<file path="src/rtl/weight_stream_pkg.sv">
// Shared types and constants for the weight stream source and its ROM.
package weight_stream_pkg;

  typedef enum logic [1:0] {
    IDLE  = 2'd0,
    RUN   = 2'd1,
    DRAIN = 2'd2
  } state_t;

  // Cycles from a ROM read being issued to its data being available.
  localparam int ROM_LATENCY = 2;
  // Output FIFO entries; also bounds reads outstanding plus buffered.
  localparam int FIFO_DEPTH  = 4;

  // Address width for a memory of the given depth (at least one bit).
  function automatic int addr_width(input int depth);
    return (depth > 1) ? $clog2(depth) : 1;
  endfunction

endpackage

</file>
<file path="src/rtl/weight_stream_rom.sv">
// Weight ROM with a two-stage registered read; word k reads back as the value k.
module weight_stream_rom #(
  parameter int    DATA_WIDTH = 64,
  parameter int    DEPTH      = 8,
  localparam int   ADDR_WIDTH = (DEPTH > 1) ? $clog2(DEPTH) : 1
) (
  input  logic                  clk,
  input  logic                  rst,
  input  logic                  ce,
  input  logic [ADDR_WIDTH-1:0] addr,
  output logic [DATA_WIDTH-1:0] data
);

  logic [DATA_WIDTH-1:0] rd_word;
  logic [DATA_WIDTH-1:0] stage1;

  assign rd_word = DATA_WIDTH'(addr);

  // Stage 1 captures the addressed word on a read; stage 2 follows one cycle later.
  // NOTE: sequential state uses non-blocking assignments so every register
  // samples pre-edge values and the pipeline order does not depend on statement order.
  always_ff @(posedge clk or negedge rst) begin
    if (!rst) begin
      stage1 <= '0;
      data   <= '0;
    end else begin
      if (ce) stage1 <= rd_word;
      data <= stage1;
    end
  end

endmodule

</file>
<file path="src/rtl/weight_stream_source.sv">
// Streams a ROM-resident weight tensor as valid/ready beats, REPEAT passes
// per start (or forever when CONTINUOUS), through a small output FIFO that
// absorbs the ROM read latency so the stream sustains one beat per cycle.
module weight_stream_source
  import weight_stream_pkg::*;
#(
  parameter int    PRECISION_0       = 16,
  parameter int    PRECISION_1       = 3,
  parameter int    TENSOR_SIZE_DIM_0 = 32,
  parameter int    TENSOR_SIZE_DIM_1 = 4,
  parameter int    PARALLELISM_DIM_0 = 4,
  parameter int    PARALLELISM_DIM_1 = 1,
  parameter int    REPEAT            = 1,
  parameter int    CONTINUOUS        = 0
) (
  input  logic                   clk,
  input  logic                   rst,
  input  logic                   start,
  output logic [PRECISION_0-1:0] data_out [PARALLELISM_DIM_0*PARALLELISM_DIM_1],
  output logic                   data_out_valid,
  input  logic                   data_out_ready,
  output logic                   busy,
  output logic                   done
);

  localparam int ELEMS  = PARALLELISM_DIM_0 * PARALLELISM_DIM_1;
  localparam int DATA_W = PRECISION_0 * ELEMS;
  localparam int DEPTH  = (TENSOR_SIZE_DIM_0 / PARALLELISM_DIM_0) *
                          (TENSOR_SIZE_DIM_1 / PARALLELISM_DIM_1);
  localparam int ADDR_W = addr_width(DEPTH);
  localparam int PASS_W = $clog2(REPEAT) + 1;
  localparam int CNT_W  = $clog2(FIFO_DEPTH) + 1;
  localparam int PTR_W  = $clog2(FIFO_DEPTH);

  // Fractional bits are metadata only; reject a format that cannot exist.
  if (PRECISION_1 >= PRECISION_0 ||
      TENSOR_SIZE_DIM_0 % PARALLELISM_DIM_0 != 0 ||
      TENSOR_SIZE_DIM_1 % PARALLELISM_DIM_1 != 0) begin : g_bad_params
    $error("weight_stream_source: inconsistent tensor or precision parameters");
  end

  state_t                  state, state_next;
  logic [ADDR_W-1:0]       addr;
  logic [PASS_W-1:0]       pass;
  logic [ROM_LATENCY-1:0]  rd_pipe;
  logic [CNT_W-1:0]        count;
  logic [CNT_W-1:0]        in_flight;
  logic [PTR_W-1:0]        wr_ptr, rd_ptr;
  logic [DATA_W-1:0]       fifo_mem [FIFO_DEPTH];
  logic [DATA_W-1:0]       rom_data;
  logic [DATA_W-1:0]       head_word;
  logic                    rom_ce;
  logic                    last_addr;
  logic                    last_read;
  logic                    push;
  logic                    pop;

  weight_stream_rom #(
    .DATA_WIDTH (DATA_W),
    .DEPTH      (DEPTH)
  ) u_rom (
    .clk  (clk),
    .rst  (rst),
    .ce   (rom_ce),
    .addr (addr),
    .data (rom_data)
  );

  assign in_flight = CNT_W'($countones(rd_pipe));
  assign last_addr = (addr == ADDR_W'(DEPTH - 1));
  assign last_read = last_addr && (pass == PASS_W'(REPEAT - 1)) && (CONTINUOUS == 0);
  assign push      = rd_pipe[ROM_LATENCY-1];
  assign pop       = data_out_valid && data_out_ready;

  // Next state, read issue and the done pulse.
  // NOTE: every signal driven here gets a default first, so no path leaves one
  // unassigned and no latch is inferred.
  always_comb begin
    state_next = state;
    rom_ce     = 1'b0;
    done       = 1'b0;
    case (state)
      IDLE: begin
        if (start || CONTINUOUS != 0) state_next = RUN;
      end
      RUN: begin
        // Only issue when the read is guaranteed a FIFO slot on arrival.
        rom_ce = (count + in_flight) < CNT_W'(FIFO_DEPTH);
        if (rom_ce && last_read) state_next = DRAIN;
      end
      DRAIN: begin
        if (count == '0 && in_flight == '0) begin
          state_next = IDLE;
          done       = 1'b1;
        end
      end
      default: state_next = IDLE;
    endcase
  end

  // State register.
  always_ff @(posedge clk or negedge rst) begin
    if (!rst) state <= IDLE;
    else      state <= state_next;
  end

  // Read address and pass counters; the final read of a run rewinds both.
  always_ff @(posedge clk or negedge rst) begin
    if (!rst) begin
      addr <= '0;
      pass <= '0;
    end else if (rom_ce) begin
      if (last_addr) begin
        addr <= '0;
        pass <= last_read ? '0 : pass + PASS_W'(1);
      end else begin
        addr <= addr + ADDR_W'(1);
      end
    end
  end

  // Track issued reads through the ROM pipeline; reset discards them.
  always_ff @(posedge clk or negedge rst) begin
    if (!rst) rd_pipe <= '0;
    else      rd_pipe <= {rd_pipe[ROM_LATENCY-2:0], rom_ce};
  end

  // FIFO pointers and occupancy.
  always_ff @(posedge clk or negedge rst) begin
    if (!rst) begin
      wr_ptr <= '0;
      rd_ptr <= '0;
      count  <= '0;
    end else begin
      if (push) wr_ptr <= wr_ptr + PTR_W'(1);
      if (pop)  rd_ptr <= rd_ptr + PTR_W'(1);
      count <= count + CNT_W'(push) - CNT_W'(pop);
    end
  end

  // FIFO storage.
  // NOTE: the storage array is deliberately not reset; stale entries are never
  // visible because the output is masked whenever the FIFO is empty.
  always_ff @(posedge clk) begin
    if (push) fifo_mem[wr_ptr] <= rom_data;
  end

  assign data_out_valid = (count != '0);
  assign busy           = (state != IDLE);
  assign head_word      = data_out_valid ? fifo_mem[rd_ptr] : '0;

  // Split the head word into beat elements, element 0 in the low bits.
  always_comb begin
    for (int j = 0; j < ELEMS; j++) begin
      data_out[j] = head_word[PRECISION_0*j +: PRECISION_0];
    end
  end

endmodule

</file>
<file path="config.mk">
export PLATFORM = sky130hd
export DESIGN_NAME = weight_stream_source
export DESIGN_NICKNAME = d
export VERILOG_FILES = /design/src/rtl/weight_stream_pkg.sv /design/src/rtl/weight_stream_rom.sv /design/src/rtl/weight_stream_source.sv
export SDC_FILE = /design/constraint.sdc
export NUM_CORES = 1
export LEC_CHECK = 0
export BUFFER_PORTS_ARGS = -buffer_cell sky130_fd_sc_hd__buf_2
export CORE_UTILIZATION = 30
export CTS_CLUSTER_DIAMETER = 150
export DETAILED_ROUTE_END_ITERATION = 10
export SLEW_MARGIN = 20
export SYNTH_ARGS = -nofsm -noshare
export SYNTH_HDL_FRONTEND = slang
export SYNTH_SLANG_ARGS = --single-unit
</file>
<file path="constraint.sdc">
create_clock -name clk -period 5.5 [get_ports clk]
set_clock_uncertainty 0.15 [all_clocks]
set_input_delay 0.825 -clock clk [delete_from_list [all_inputs] [get_ports clk]]
set_output_delay 0.825 -clock clk [all_outputs]
set_load 0.02 [all_outputs]
</file>
### Word level (Yosys, flattened, before mapping)

Memory sizes are Yosys's and may differ from the RTL's.
Cells that the tools add are included.

* bits of input ports: 4
* flip-flop bits (word level): 27
* logic and storage cells: 49
* memories kept: 1
* RAM bits: 20

* equality and inequality tests: 6
* bitwise logic cells: 1
* add/sub/neg operators: 8
* reduce and logical (&&, ||, !) cells: 11
* order comparisons: 1
* multiplexer cells: 12

Memories
* fifo_mem: words 4, width 5, read ports 1, clocked after Yosys merged registers in 0, wr ports 1, line weight_stream_source.sv:49 `logic [DATA_W-1:0] fifo_mem [FIFO_DEPTH];`

Operator list (count)
* 64-bit two-way mux: 1
* 3-bit logical NOT: 2
* 1-bit two-way mux: 6
* 2-bit two-way mux: 3
* 2-bit inequality test (second input constant): 3
* 2-bit case mux with 3 select lines: 1
* 5-bit by 1-bit adder with 5-bit output (second input constant): 1
* 5-bit equality test (second input constant): 1
* 5-bit two-way mux: 1
* 2-bit by 1-bit adder with 2-bit output (second input constant): 2
* 1-bit logical AND: 4
* 3-bit by 1-bit adder with 3-bit output: 1
* 3-bit by 2-bit adder with 3-bit output: 1
* 3-bit less-than comparator (second input constant): 1
* 3-bit AND reduction: 1
* 3-bit nonzero test: 1
* 3-bit by 1-bit subtractor with 3-bit output: 1
* 1-bit by 1-bit adder with 2-bit output: 1
* 2-bit by 1-bit equality test with 1-bit output (second input constant): 1
* 2-bit equality test (second input constant): 1
* 2-bit logical NOT: 1
* 2-bit AND reduction: 1
* 2-bit nonzero test: 1
* 1-bit adder (second input constant): 1
* 1-bit NOT: 1

### Longest topological paths before layout

* depth in word-level cells: 6
* depth in mapped cells: 10

### Modules after synthesis

Synthesis repeated with hierarchy kept, for this count alone.

* cells, all modules: 561
* area total of the unflattened synthesis: 11327.1 sq um

Modules (own cells, without submodules)
* weight_stream_source: cells each 486, times used 1, sequential area each 8112.8 sq um, area an instance 10573.9 sq um
* weight_stream_rom: cells each 75, times used 1, sequential area each 250.2 sq um, area an instance 753.2 sq um

### Worst setup path before layout

No wires, ideal clock.

* path kind: register -> register
* start: reg count[1]
* end: reg count[2]
* arrival time: 2187 ps
* period minus slack after synthesis: 2463 ps
* stages on the path, launching flop included: 11
* buffers on the path: 0
* slack: 3037 ps
* required time: 5225 ps
* cell sequence: dfrtp_1 -> nor3_1 -> inv_1 -> and2_1 -> ha_1 -> inv_1 -> ha_1 -> inv_1 -> fa_1 -> xnor2_1 -> xnor2_1

* word-level cells in the longest chain between the ends: 3

RTL lines
* from (decl): line weight_stream_source.sv:46 `logic [CNT_W-1:0] count;`
* from (signal assigned): line weight_stream_source.sv:137 `count <= count + CNT_W'(push) - CNT_W'(pop);`
* 3-bit nonzero test: line weight_stream_source.sv:148 `assign data_out_valid = (count != '0);`
* via data_out_valid: line weight_stream_source.sv:20 `output logic data_out_valid,`
* 1-bit logical AND: line weight_stream_source.sv:73 `assign pop = data_out_valid && data_out_ready;`
* via pop: line weight_stream_source.sv:56 `logic pop;`
* 3-bit by 1-bit subtractor with 3-bit output: line weight_stream_source.sv:137

The timed path passes the listed nets, and every way through them passes these cells.
A chain may end at the register's enable or synchronous reset.

==> run_results.csv <==
group,metric,value,unit
status,outcome,"finished clean",
finish,utilization,0.322,
die,fp.coreArea,0.00781,mm2
pwr,max-vdd-ir-drop,0.331,mV
clock_tree,cts.sinks,47,
clock_tree,cts_root_buffer,"clkbuf_8",
die,die-width,92.5,um
routing,vias,1168,
logic_synthesis,netlist_area,0.00246,mm2
routing,routed_wirelength,3230,um
clock_tree,cts_made_buffers,5,
logic_synthesis,netlist_instances,189,
sta,period_share,0.506,
clock_tree,cts_setup_buffers,0,
logic_synthesis,ys_top_cells_by_count,"59 x buf_4, 27 x dfrtp_1, 20 x edfxtp_1",
grt,grt_pass1_wl,5440,um
placement,place.gp.congestion,0.710,
setup_path,r2r_setup_slack,2.94,ns
clock_tree,ctsHoldBuffers,0,
routing,drc_errors,0,
logic_synthesis,ys_warn_count,0,
sta,hold_viol_final,0,
placement,io_buffers,11,
logic_synthesis,synth-main-ff-cell,"dfrtp_1",
sta,timing.hold.ws,0.237,ns
die,die-height,92.5,um
finish,drive_gt1_frac,0.191,
sta,maxSlewViolCount,0,
flow_run,timing.max_cap.violations,0,
clock_tree,clk_path_buf_depth,2,
setup_path,cp_max_fo,7,
finish,fin_nets,219,
logic_synthesis,synth_cell_types,37,
setup_path,arrival,1.81,ns
setup_path,worst-setup-path-type,"reg2out",
die,ios,71,
logic_synthesis,yosysMostFrequentCell,"buf_4",
grt,grt_overflow_total,0,
pwr,p_leak,1.13,nW
grt,antenna_found_initial,0,
sta,rsz0062_at_grt,"false",
setup_path,reg2reg_depth,10,
sta,worst_pin_slew,0.591,ns
sta,slew_headroom,0.606,
setup_path,reg2reg_from,"count[1]",
grt,grt_max_degree,28,
routing,drtPass1Iterations,4,
logic_synthesis,synth_top_area_frac,0.275,
routing,wl_per_cell,10.5,um
logic_synthesis,ys_ff_latch,47,
grt,grt_use_total,0.0822,
finish,n_antenna_cell,0,
pwr,pwr_density_cell,611,mW/mm2
sta,finalCriticalPeriod,2.78,ns
logic_synthesis,yosysTopAreaCell,"dfrtp_1",
logic_synthesis,postSynth.asyncResetShare,0.574,
clock_tree,clock_latency,0.30,ns
sta,maxClockFrequency,359,MHz
setup_path,cp-start-kind,"flop",
clock_tree,cts_tree,"built",
finish,syn_to_final_growth,2.19,%
clock_tree,clk_pin_slew,0.09,ns
sta,finalSetupViolCount,0,
grt,grt_pass1_vias,1069,
setup_path,crit_required,4.53,ns
routing,drtIter0Drc,74,
logic_synthesis,yosysSeqAreaShare,0.519,
min_path,worstHoldStart,"u_rom.stage1[2]",
logic_synthesis,synth_area_leaders,"dfrtp_1 27%, edfxtp_1 24%, buf_4 18%",
setup_path,timing.rr.end,"count[2]",
die,initial_utilization,0.315,
logic_synthesis,synth_edf_count,20,
sta,setup_tns,0,ns
clock_tree,cts_resized,0,
logic_synthesis,avgSynthCellArea,13.0,um2
placement,hpwl,2400,um
setup_path,crit_path_end_kind,"output pin",
routing,antenna_left,0,
routing,vias_per_cell,3.82,
die,dieArea,0.00856,mm2
clock_tree,h-tree-depth,2,
min_path,min_path_type,"reg2reg",
setup_path,crit_path_start,"rd_ptr[0]",
die,num_rows,32,
setup_path,worstSetupEndpoint,"data_out[49]",
## state kept, by name, indices dropped and copies added, names as in the netlist
name	cells
count	3
pass	1
addr	5
fifo_mem	20
u_rom.stage1	5
state	2
rd_pipe	2
wr_ptr	2
u_rom.data	5
rd_ptr	2
## metrics by stage
stage	cells	total power, mW	cell area (um2)	setup WS, ns
after CTS	306	1.56	2510	2.67
final	306	1.54	2510	2.72
after global placement	298	1.28	2390	2.97
after floorplan	247	1.20	2680	3.04
after global routing	306	1.67	2510	2.60
after detailed placement	298	1.30	2390	2.89
## report_power, final
group          switching, mW  total, mW  internal (mW)
Sequential             0.119      0.649          0.530
Combinational          0.319      0.625          0.306
Clock                  0.124      0.262          0.138
Total                  0.561       1.54          0.974
## worst max-delay path, cell delays in order, from the launching register on
cell and delay [ns]:
dfrtp_1 0.61, mux4_2 0.56, and2_1 0.18, buf_2 0.16
## routing by layer
metal  vias up  wire length, um  GRT usage
li1        547                -          -
met1       570             1420      0.109
met2        47             1580      0.127
met3         4              190     0.0238
met4         0               34     0.0313
met5         -                0          0
## layout make-up
class / count / area [um2]
Clock buffer: 5 / 68.8
Clock inverter: 3 / 47.5
Fill cell: 804 / 5300
Inverter: 10 / 40.0
Multi-Input combinational cell: 128 / 896
Sequential cell: 47 / 1280
Tap cell: 102 / 128
Timing Repair Buffer: 11 / 55.1
## worst min-delay path by stage
stage,endpoint,slack [ns],cells after the start
after floorplan,u_rom.data[0],0.20,0
after global placement,u_rom.data[3],0.22,0
after detailed placement,u_rom.data[3],0.22,0
after CTS,u_rom.data[4],0.24,0
after global routing,u_rom.data[4],0.25,0
final,u_rom.data[2],0.24,0
## layout by cell type (no fill, tap or decap), types with 2 or more instances in the layout
| cell type | count |
|---|---|
| conb_1 | 59 |
| dfrtp_1 | 27 |
| edfxtp_1 | 20 |
| ha_1 | 11 |
| buf_2 | 11 |
| and2_1 | 10 |
| inv_1 | 9 |
| mux4_2 | 5 |
| mux2_4 | 5 |
| clkbuf_8 | 5 |
| nand2_1 | 4 |
| nor3_1 | 3 |
| xnor2_1 | 3 |
| o21ai_0 | 3 |
| mux2_2 | 3 |
| nor2_1 | 2 |
| o211ai_1 | 2 |
| xor2_1 | 2 |
## cells by family (layout without fill, tap and decap cells)
group	after synthesis	in the layout	share of synthesized area
compound gates	9	9	0.0270
xor+xnor	6	6	0.0244
fa+ha+maj	12	12	0.0642
buf+inv	72	29	0.205
flops	47	47	0.519
mux	13	13	0.0901
other cells	1	59	0.00153
simple gates	29	29	0.0687
No activity file was read; power rests on OpenSTA's default activity.
